`src/rtl/alu_pkg.sv`:
```
// ---------------------------------------------------------------------------
// alu_pkg
// Shared definitions for the alu command front-end:
//   - 4-bit opcode constants understood by the combinational alu datapath
//   - FSM state encoding of alu_cmd_ctrl
//   - result word returned for a divide by zero
//   - packed operation record as stored in the command FIFO
// ---------------------------------------------------------------------------
package alu_pkg;

   localparam logic [3:0] OP_ADD  = 4'd0;
   localparam logic [3:0] OP_INC  = 4'd1;
   localparam logic [3:0] OP_SUB  = 4'd2;
   localparam logic [3:0] OP_DEC  = 4'd3;
   localparam logic [3:0] OP_MUL  = 4'd4;
   localparam logic [3:0] OP_DIV  = 4'd5;
   localparam logic [3:0] OP_SHL  = 4'd6;
   localparam logic [3:0] OP_SHR  = 4'd7;
   localparam logic [3:0] OP_AND  = 4'd8;
   localparam logic [3:0] OP_OR   = 4'd9;
   localparam logic [3:0] OP_INV  = 4'd10;
   localparam logic [3:0] OP_NAND = 4'd11;
   localparam logic [3:0] OP_NOR  = 4'd12;
   localparam logic [3:0] OP_XOR  = 4'd13;
   localparam logic [3:0] OP_XNOR = 4'd14;
   localparam logic [3:0] OP_BUF  = 4'd15;

   typedef enum logic [1:0] {
      ST_IDLE = 2'd0,
      ST_EXEC = 2'd1,
      ST_RESP = 2'd2
   } state_t;

   localparam logic [15:0] DIV_ZERO_RESULT = 16'hFFFF;

   // One buffered operation: {cmd, a, b} = 20 bits.
   typedef struct packed {
      logic [3:0] cmd;
      logic [7:0] a;
      logic [7:0] b;
   } op_t;

   localparam int unsigned OP_WIDTH = $bits(op_t);

   function automatic logic is_div_zero(input logic [3:0] cmd, input logic [7:0] b);
      return (cmd == OP_DIV) && (b == 8'd0);
   endfunction

endpackage

```
`src/rtl/alu_cmd_fifo.sv`:
```
// ---------------------------------------------------------------------------
// alu_cmd_fifo
// Small synchronous FIFO holding pending alu operations.
//   clock, reset : shared clock, asynchronous active-high reset
//   push, din    : write din when push is high and the FIFO is not full
//   pop, dout    : dout shows the oldest entry; pop removes it when not empty
//   full, empty  : status decoded from the registered occupancy count
//   count        : occupancy 0..DEPTH
// DEPTH must be a power of two (>= 2) so the pointers wrap on their own.
// ---------------------------------------------------------------------------
module alu_cmd_fifo
   import alu_pkg::*;
#(
   parameter int DEPTH = 4,
   parameter int WIDTH = OP_WIDTH
) (
   input  logic                       clock,
   input  logic                       reset,
   input  logic                       push,
   input  logic                       pop,
   input  logic [WIDTH-1:0]           din,
   output logic [WIDTH-1:0]           dout,
   output logic                       full,
   output logic                       empty,
   output logic [$clog2(DEPTH+1)-1:0] count
);

   localparam int PW = $clog2(DEPTH);
   localparam int CW = $clog2(DEPTH+1);

   logic [WIDTH-1:0] mem_q [DEPTH];
   logic [WIDTH-1:0] mem_d [DEPTH];
   logic [PW-1:0]    wr_ptr_q, wr_ptr_d;
   logic [PW-1:0]    rd_ptr_q, rd_ptr_d;
   logic [CW-1:0]    cnt_q, cnt_d;
   logic             do_push, do_pop;

   // Separate count register tells full from empty when the pointers meet.
   assign full    = (cnt_q == CW'(DEPTH));
   assign empty   = (cnt_q == '0);
   assign count   = cnt_q;
   assign dout    = mem_q[rd_ptr_q];

   assign do_push = push && !full;
   assign do_pop  = pop && !empty;

   always_comb begin
      mem_d    = mem_q;
      wr_ptr_d = wr_ptr_q;
      rd_ptr_d = rd_ptr_q;
      cnt_d    = cnt_q;
      if (do_push) begin
         mem_d[wr_ptr_q] = din;
         wr_ptr_d        = wr_ptr_q + PW'(1);
      end
      if (do_pop) begin
         rd_ptr_d = rd_ptr_q + PW'(1);
      end
      case ({do_push, do_pop})
         2'b10:   cnt_d = cnt_q + CW'(1);
         2'b01:   cnt_d = cnt_q - CW'(1);
         default: cnt_d = cnt_q;
      endcase
   end

   always_ff @(posedge clock or posedge reset) begin
      if (reset) begin
         mem_q    <= '{default: '0};
         wr_ptr_q <= '0;
         rd_ptr_q <= '0;
         cnt_q    <= '0;
      end else begin
         mem_q    <= mem_d;
         wr_ptr_q <= wr_ptr_d;
         rd_ptr_q <= rd_ptr_d;
         cnt_q    <= cnt_d;
      end
   end

endmodule

```
`src/rtl/alu_cmd_ctrl.sv`:
```
// ---------------------------------------------------------------------------
// alu_cmd_ctrl
// Command front-end for the combinational alu datapath. Operations arrive on
// a valid/ready port, are buffered in alu_cmd_fifo, issued one at a time to
// the alu, and the captured result is returned on a second valid/ready port.
//
// Handshakes: both ports use strict valid/ready. A transfer happens on a
// rising edge where valid and ready are both high; once res_valid is raised
// res_data/res_cmd/res_err stay stable until that transfer. in_ready depends
// only on registered FIFO state (no same-cycle pop bypass), and res_ready is
// ignored while res_valid is low.
//
// Ports:
//   clock, reset                 clock, asynchronous active-high reset
//   in_valid/in_ready            request handshake
//   in_a, in_b, in_cmd           operands and opcode
//   alu_a, alu_b, alu_command    stimulus to alu (zero outside EXEC)
//   alu_enable                   high only in EXEC
//   alu_out                      alu result, sampled at the end of EXEC
//   res_valid/res_ready          result handshake
//   res_data, res_cmd, res_err   result, its opcode, divide-by-zero flag
//   dbg_state, dbg_count         FSM state and FIFO occupancy for observation
// ---------------------------------------------------------------------------
module alu_cmd_ctrl
   import alu_pkg::*;
#(
   parameter int DEPTH = 4
) (
   input  logic                       clock,
   input  logic                       reset,
   input  logic                       in_valid,
   output logic                       in_ready,
   input  logic [7:0]                 in_a,
   input  logic [7:0]                 in_b,
   input  logic [3:0]                 in_cmd,
   output logic [7:0]                 alu_a,
   output logic [7:0]                 alu_b,
   output logic [3:0]                 alu_command,
   output logic                       alu_enable,
   input  logic [15:0]                alu_out,
   output logic                       res_valid,
   input  logic                       res_ready,
   output logic [15:0]                res_data,
   output logic [3:0]                 res_cmd,
   output logic                       res_err,
   output state_t                     dbg_state,
   output logic [$clog2(DEPTH+1)-1:0] dbg_count
);

   state_t      state_q, state_d;
   op_t         op_q, op_d;
   logic [15:0] res_data_q, res_data_d;
   logic [3:0]  res_cmd_q, res_cmd_d;
   logic        res_err_q, res_err_d;

   op_t         fifo_din, fifo_dout;
   logic        fifo_push, fifo_pop, fifo_full, fifo_empty;

   assign in_ready  = !fifo_full;
   assign fifo_push = in_valid && in_ready;
   assign fifo_din  = '{cmd: in_cmd, a: in_a, b: in_b};

   alu_cmd_fifo #(
      .DEPTH (DEPTH),
      .WIDTH (OP_WIDTH)
   ) u_fifo (
      .clock (clock),
      .reset (reset),
      .push  (fifo_push),
      .pop   (fifo_pop),
      .din   (fifo_din),
      .dout  (fifo_dout),
      .full  (fifo_full),
      .empty (fifo_empty),
      .count (dbg_count)
   );

   always_comb begin
      state_d     = state_q;
      op_d        = op_q;
      res_data_d  = res_data_q;
      res_cmd_d   = res_cmd_q;
      res_err_d   = res_err_q;
      fifo_pop    = 1'b0;
      alu_a       = 8'd0;
      alu_b       = 8'd0;
      alu_command = 4'd0;
      alu_enable  = 1'b0;
      res_valid   = 1'b0;

      case (state_q)
         ST_IDLE: begin
            if (!fifo_empty) begin
               fifo_pop = 1'b1;
               op_d     = fifo_dout;
               state_d  = ST_EXEC;
            end
         end

         ST_EXEC: begin
            alu_a       = op_q.a;
            alu_b       = op_q.b;
            alu_command = op_q.cmd;
            alu_enable  = 1'b1;
            res_cmd_d   = op_q.cmd;
            // The alu is still issued on a divide by zero; only the captured
            // result is replaced so the consumer sees a fixed error pattern.
            if (is_div_zero(op_q.cmd, op_q.b)) begin
               res_data_d = DIV_ZERO_RESULT;
               res_err_d  = 1'b1;
            end else begin
               res_data_d = alu_out;
               res_err_d  = 1'b0;
            end
            state_d = ST_RESP;
         end

         ST_RESP: begin
            res_valid = 1'b1;
            if (res_ready) begin
               // Chain straight into the next operation to keep the
               // EXEC/RESP rhythm at one result every two cycles.
               if (!fifo_empty) begin
                  fifo_pop = 1'b1;
                  op_d     = fifo_dout;
                  state_d  = ST_EXEC;
               end else begin
                  state_d = ST_IDLE;
               end
            end
         end

         default: state_d = ST_IDLE;
      endcase
   end

   always_ff @(posedge clock or posedge reset) begin
      if (reset) begin
         state_q    <= ST_IDLE;
         op_q       <= '0;
         res_data_q <= 16'd0;
         res_cmd_q  <= 4'd0;
         res_err_q  <= 1'b0;
      end else begin
         state_q    <= state_d;
         op_q       <= op_d;
         res_data_q <= res_data_d;
         res_cmd_q  <= res_cmd_d;
         res_err_q  <= res_err_d;
      end
   end

   assign res_data  = res_data_q;
   assign res_cmd   = res_cmd_q;
   assign res_err   = res_err_q;
   assign dbg_state = state_q;

endmodule

```
`config.mk`:
```
export PLATFORM = sky130hd
export DESIGN_NAME = alu_cmd_ctrl
export DESIGN_NICKNAME = d
export VERILOG_FILES = /design/src/rtl/alu_pkg.sv /design/src/rtl/alu_cmd_fifo.sv /design/src/rtl/alu_cmd_ctrl.sv
export SDC_FILE = /design/constraint.sdc
export NUM_CORES = 1
export LEC_CHECK = 0
export BUFFER_PORTS_ARGS = -buffer_cell sky130_fd_sc_hd__buf_2
export CAP_MARGIN = 10
export CORE_ASPECT_RATIO = 1.75
export CORE_UTILIZATION = 35
export DETAILED_ROUTE_END_ITERATION = 10
export PLACE_DENSITY = 0.58
export SLEW_MARGIN = 10
export SYNTH_ARGS = -nofsm -noshare
export SYNTH_HDL_FRONTEND = slang
export SYNTH_SLANG_ARGS = --single-unit
```
`constraint.sdc`:
```
create_clock -name clock -period 4 [get_ports clock]
set_input_delay 0.8 -clock clock [delete_from_list [all_inputs] [get_ports clock]]
set_output_delay 0.8 -clock clock [all_outputs]
set_load 0.03 [all_outputs]
```
==> flow_metrics.env, run 1 <==
export IMPL_outcome="complete, no violations"
export IMPL_hpwl_um=8649
export IMPL_die_x_um=101.8
export IMPL_start_util=0.3586
export IMPL_ys_seq_area_frac=0.5328
export IMPL_worstPathMaxFanout=37
export IMPL_finalMaxSlewViolations=0
export IMPL_cts_resized=0
export IMPL_min_period_ps=2895
export IMPL_cts_setup_buffers=0
export IMPL_syn_inst=387
export IMPL_overflow=0
export IMPL_root_buffer="clkbuf_16"
export IMPL_drive_gt1_frac=0.5112
export IMPL_tightest_slew_ps=1116
export IMPL_finalCritPeriodShare=0.7237
export IMPL_grt_max_degree=67
export IMPL_drv_cap=0
export IMPL_place_port_buffers=88
export IMPL_fp_dieH_um=176.7
export IMPL_seqCellArea_um2=3253
export IMPL_grt_total_usage=0.1601
export IMPL_rows=63
export IMPL_holdBufCountCts=0
export IMPL_multi_input_area_um2=2594
export IMPL_grt_setup_unrepaired="no"
export IMPL_finalNetCount=524
export IMPL_numCtsBuffers=17
export IMPL_dr_first_iter_drc_count=116
export IMPL_power_density_nw_per_um2=978.7
export IMPL_leakagePower_uw=0.003549
export IMPL_cp_start_kind="flip-flop"
export IMPL_area_delta_synth_final_pct=19.59
export IMPL_vias=3459
export IMPL_endpoint_kind="primary output"
export IMPL_cts_htree_levels=4
export IMPL_antenna_found_initial=0
export IMPL_yosysWarnings=0
export IMPL_fmaxAchievable_mhz=345.5
export IMPL_critPathLaunch="dbg_state[1]$_DFFE_PP0P_"
export IMPL_syn_area_um2=6106
export IMPL_clock_latency_ps=410
export IMPL_cts_tree="yes"
export IMPL_crit_type="flip-flop to primary output"
export IMPL_drc=0
export IMPL_ys_types=31
export IMPL_dr_pass1_iters=5
export IMPL_critical_path_arrival_ps=2090
export IMPL_grt_pass1_vias=3903
export IMPL_tns_ps=0
export IMPL_core_um2=17030
export IMPL_finClkSkew_ps=11.23
export IMPL_gp_congestion=0.7104
export IMPL_setup_violations=0
export IMPL_p_total_uw=7146
export IMPL_ir_drop_uv=338.8
export IMPL_cts_sinks=130
export IMPL_syn_area_per_cell_um2=15.78
export IMPL_vias_per_cell=4.818
export IMPL_r2r_start="u_fifo.count[0]$_DFFE_PP0P_"
export IMPL_max_clock_path_buffers=2
export IMPL_yosysTopAreaCell="dfrtp_1"
export IMPL_synth_top_area_frac=0.5328
export IMPL_routed_wl_um=13170
export IMPL_min_path_type="input port to async pin"
export IMPL_ys_ff_latch=130
export IMPL_die_area_um2=18000
export IMPL_ioPinCount=89
export IMPL_wl_per_cell_um=18.35
export IMPL_nFillCells=1579
export IMPL_antennaDiodeCount=0
export IMPL_relSlewSlack=0.2557
export IMPL_grt_pass1_wl_um=21360
export IMPL_synthesis_nets=433
export IMPL_crit_required_ps=3200
export IMPL_clk_pin_slew_worst_paths_ps=60
export IMPL_ant_nets=0
export IMPL_synth_area_top_cells="dfrtp_1 (53%), mux2_4 (20%), mux4_2 (6.3%), mux2_2 (3.9%), buf_12 (2.6%)"
export IMPL_hold_viol_final=0
==> layout make-up <==
cell class | count | share of cell area
inverter | 7 | 0.004112
timing repair buffer | 94 | 0.06991
clock inverter | 14 | 0.02759
tap | 227 | 0.03890
sequential | 130 | 0.4455
multi-input combinational | 228 | 0.3552
clock buffer | 18 | 0.05877
==> per-stage QoR <==
step	hold slack (ps)	utilization	std cells	setup slack, ps	area, um2
final	377.0	0.4289	718	1105	7302
after global routing	382.5	0.4289	718	904.6	7302
after global placement	462.0	0.3907	685	1538	6651
after CTS	479.8	0.4277	717	1056	7282
after floorplan	472.1	-	387	1591	6110
after detailed placement	465.9	0.3907	685	1511	6651
==> path summary, 6_finish.rpt <==
kind,slack (ps),depth (start not counted),end
worst max-delay path,1110,5,alu_command[3]
worst min-delay path,380,2,res_cmd[2]$_DFFE_PP0P_
worst max register to register,1620,8,u_fifo.count[2]$_DFFE_PP0P_
worst min register to register,480,2,res_err$_DFFE_PP0P_
max in group asynchronous,2680,4,op_q[12]$_DFFE_PP0P_
min in group clock,480,2,res_err$_DFFE_PP0P_
==> cells in the mapped netlist <==
library cell and count:
a21oi_1 16, buf_6 3, mux2i_1 1, buf_2 3, mux2_2 21, nand2b_1 2
a21o_1 4, or3b_1 1, inv_2 1, inv_1 6, mux2_4 80, nand3_4 4
and2_1 20, mux4_2 17, o21ai_0 2, nor2_1 33, nor4b_1 3, buf_12 8
dfrtp_1 130, nand3_1 1, clkbuf_1 8, xnor2_1 2, mux4_1 3, ha_1 5
nor2b_1 2, fa_1 1, nand2_1 2, nor3_2 2, nor4_1 1, nor3_1 1
xor2_1 4
==> report_power, final <==
group          leakage (uW)  internal (uW)  switching [uW]
logic               0.00171           1620            1340
registers           0.00153           2000             517
clock network      0.000308           1050             610
total               0.00355           4680            2470
==> critical path, cell delays in order (launching register included) <==
cell and delay [ps]:
dfrtp_1 410, nand2b_1 150, buf_4 220, inv_2 440, and2_1 240, buf_2 200
==> cells in the final DEF (no fill, tap or decap), types with 2 or more instances in the layout <==
cell	count
clkinvlp_4	2
nand2b_1	2
nor2_1	33
o21ai_0	2
clkinv_4	2
ha_1	5
clkinv_2	2
bufinv_16	4
inv_1	5
xor2_1	4
mux4_1	3
mux2_2	21
clkbuf_16	17
buf_12	2
xnor2_1	2
a21o_1	4
nand3_4	4
nor2b_1	2
dfrtp_1	130
nand2_1	2
mux2_4	80
mux4_2	17
a21oi_1	16
and2_1	20
buf_2	88
nor4b_1	3
buf_4	4
inv_6	4
==> per-layer routing <==
layer	GRT usage	up-vias	share of wire
met5	0	-	0
met4	0.06488	0	0.015
met3	0.03476	11	0.034
met2	0.2798	78	0.55
met1	0.1876	1816	0.40
li1	-	1554	-
==> registers in the layout (all words and copies together), names as in the netlist <==
register         count
u_fifo.mem_q        80
op_q                20
res_data            16
res_cmd              4
u_fifo.count         3
dbg_state            2
u_fifo.rd_ptr_q      2
u_fifo.wr_ptr_q      2
res_err              1
==> logic make-up (layout without fill, tap and decap cells) <==
group / count (synthesis) / count (layout) / synth area share
DFF: 130 / 130 / 0.5328
muxes: 122 / 122 / 0.3127
and+or+nand+nor: 72 / 72 / 0.06926
buffers and inverters: 29 / 133 / 0.04344
AOI/OAI and AO/OA: 22 / 22 / 0.01967
adders and majority gates: 6 / 6 / 0.01352
xor gates and xnor gates: 6 / 6 / 0.008606
No activity file was read; power rests on OpenSTA's default activity.
==> inputs of run 2 (changes only) <==
--- a/config.mk
+++ b/config.mk
@@ -10,7 +10,7 @@
 export CORE_ASPECT_RATIO = 1.75
 export CORE_UTILIZATION = 35
 export DETAILED_ROUTE_END_ITERATION = 10
-export PLACE_DENSITY = 0.58
+export PLACE_DENSITY = 0.56
 export SLEW_MARGIN = 10
 export SYNTH_ARGS = -nofsm -noshare
 export SYNTH_HDL_FRONTEND = slang
==> constraint.sdc (replaced) <==
create_clock -name clock -period 2.95 [get_ports clock]
set_input_delay 0.59 -clock clock [delete_from_list [all_inputs] [get_ports clock]]
set_output_delay 0.59 -clock clock [all_outputs]
set_load 0.03 [all_outputs]
==> flow_metrics.env, run 2 (synthesized netlist as in run 1, its figures left out) <==
export IMPL_rows=63
export IMPL_antenna_found_initial=0
export IMPL_cts_tree="yes"
export IMPL_tns_ps=0
export IMPL_core_um2=17030
export IMPL_cts_htree_levels=4
export IMPL_relSlewSlack=0.4796
export IMPL_max_stage_delay_ps=490
export IMPL_min_period_ps=2362
export IMPL_numCtsBuffers=17
export IMPL_ioPinCount=89
export IMPL_grt_setup_unrepaired="no"
export IMPL_p_seq_frac=0.344
export IMPL_clk_pin_slew_worst_paths_ps=50
export IMPL_finalCritPeriodShare=0.8006
export IMPL_root_buffer="clkbuf_16"
export IMPL_ant_nets=0
export IMPL_gp_congestion=0.7171
export IMPL_swShare=0.3372
export IMPL_hold_viol_final=0
export IMPL_power_density_nw_per_um2=1312
export IMPL_max_clock_path_buffers=2
export IMPL_cts_resized=0
export IMPL_dr_pass1_iters=4
export IMPL_setup_violations=0
export IMPL_tightest_slew_ps=778.9
export IMPL_grt_pass1_vias=3907
export IMPL_p_comb_frac=0.431
export IMPL_drv_cap=0
export IMPL_instances_no_fill=722
export IMPL_clock_latency_ps=410
export IMPL_clkPwrFrac=0.226
export IMPL_area_delta_synth_final_pct=19.63
export IMPL_ir_drop_uv=396.8
export IMPL_fp_dieH_um=176.7
export IMPL_final_common_cell="dfrtp_1"
export IMPL_start_util=0.3586
export IMPL_largest_reg_flops=80
export IMPL_die_x_um=101.8
export IMPL_regMostFlops="u_fifo.mem_q"
export IMPL_grt_pass1_wl_um=21070
export IMPL_drc=0
export IMPL_overflow=0
export IMPL_die_area_um2=18000
export IMPL_finalMaxSlewViolations=0
export IMPL_crit_type="flip-flop to primary output"
export IMPL_drive_gt1_frac=0.5131
export IMPL_final_cell_mix="dfrtp_1 (130), buf_2 (88), mux2_4 (80)"
export IMPL_fin_ws_ps=588.3
export IMPL_cp_start_kind="flip-flop"
export IMPL_holdBufCountCts=0
export IMPL_grt_total_usage=0.1572
export IMPL_min_path_type="input port to async pin"
export IMPL_vias=3396
export IMPL_antennaDiodeCount=0
export IMPL_hpwl_um=8589
export IMPL_grt_max_degree=48
export IMPL_critPathSlowestCell="dfrtp_1"
export IMPL_fmaxAchievable_mhz=423.4
export IMPL_leakagePower_uw=0.003551
export IMPL_nFillCells=1586
export IMPL_finalNetCount=528
export IMPL_wl_per_cell_um=17.70
export IMPL_place_port_buffers=88
export IMPL_cts_setup_buffers=0
export IMPL_endpoint_kind="primary output"
export IMPL_finClkSkew_ps=8.651
export IMPL_final_util=0.4290
export IMPL_cts_sinks=130
export IMPL_outcome="complete, no violations"
export IMPL_crit_required_ps=2360
export IMPL_vias_per_cell=4.704
export IMPL_critical_path_arrival_ps=1770
export IMPL_place_ws_ps=591.0
export IMPL_routed_wl_um=12780
export IMPL_dr_first_iter_drc_count=160
export IMPL_placed_cells=690
export IMPL_p_sw_uw=3230
export IMPL_crit_path_cell_trace="nand2b_1 > inv_2 > and2_1 > buf_2"
export IMPL_worstPathMaxFanout=25
export IMPL_intPower_uw=6349
==> run 2: metal layers <==
metal  GRT usage  up-vias  share of wire
li1            -     1554              -
met1      0.1727     1767           0.39
met2      0.2869       63           0.56
met3     0.03989       12          0.037
met4     0.05536        0          0.013
met5           0        -              0
==> run 2: power groups by stage <==
stage          Sequential [uW]  Combinational, uW  Clock, uW
2_1_floorplan             3450               3170          0
6_report                  3290               4130       2160
3_3_place_gp              3250               4110          0
4_1_cts                   3300               4200       2220
3_5_place_dp              3320               4180          0
5_1_grt                   3410               4460       2290
==> run 2: stage by stage <==
stage / area [um2] / power, uW / hold WS (ps)
floorplan: 6110 / 6623 / 472.1
global placement: 6689 / 7362 / 454.4
detailed placement: 6689 / 7503 / 459.9
CTS: 7305 / 9723 / 323.8
global route: 7305 / 10160 / 368.4
finish: 7305 / 9580 / 317.4
==> run 2: final timing paths <==
check,from,end,slack [ps],cells after the start
max in group asynchronous,reset,u_fifo.mem_q[16]$_DFFE_PP0P_,1910,3
min reg2reg,res_cmd[1]$_DFFE_PP0P_,res_cmd[1]$_DFFE_PP0P_,470,1
min in group clock,alu_out[8],res_data[8]$_DFFE_PP0P_,450,3
min,reset,res_data[14]$_DFFE_PP0P_,320,2
max,dbg_state[0]$_DFFE_PP0P_,alu_b[0],590,4
max reg2reg,u_fifo.count[1]$_DFFE_PP0P_,u_fifo.count[2]$_DFFE_PP0P_,610,8
==> run 2: final cells by class <==
type                       instances  area, um2  share of cell area
clock inverter                     9      127.6             0.01747
inverter                           7      30.03            0.004111
sequential                       130       3253              0.4454
timing repair buffer              98      528.0             0.07228
tap                              227      284.0             0.03888
clock buffer                      23      488.0             0.06680
multi-input combinational        228       2594              0.3551
==> run 2: critical path: cells and delay by family, from the launching register on <==
family                 cells  cell delay, ps
DFF                        1             490
buffers and inverters      2             520
and+or+nand+nor            2             350
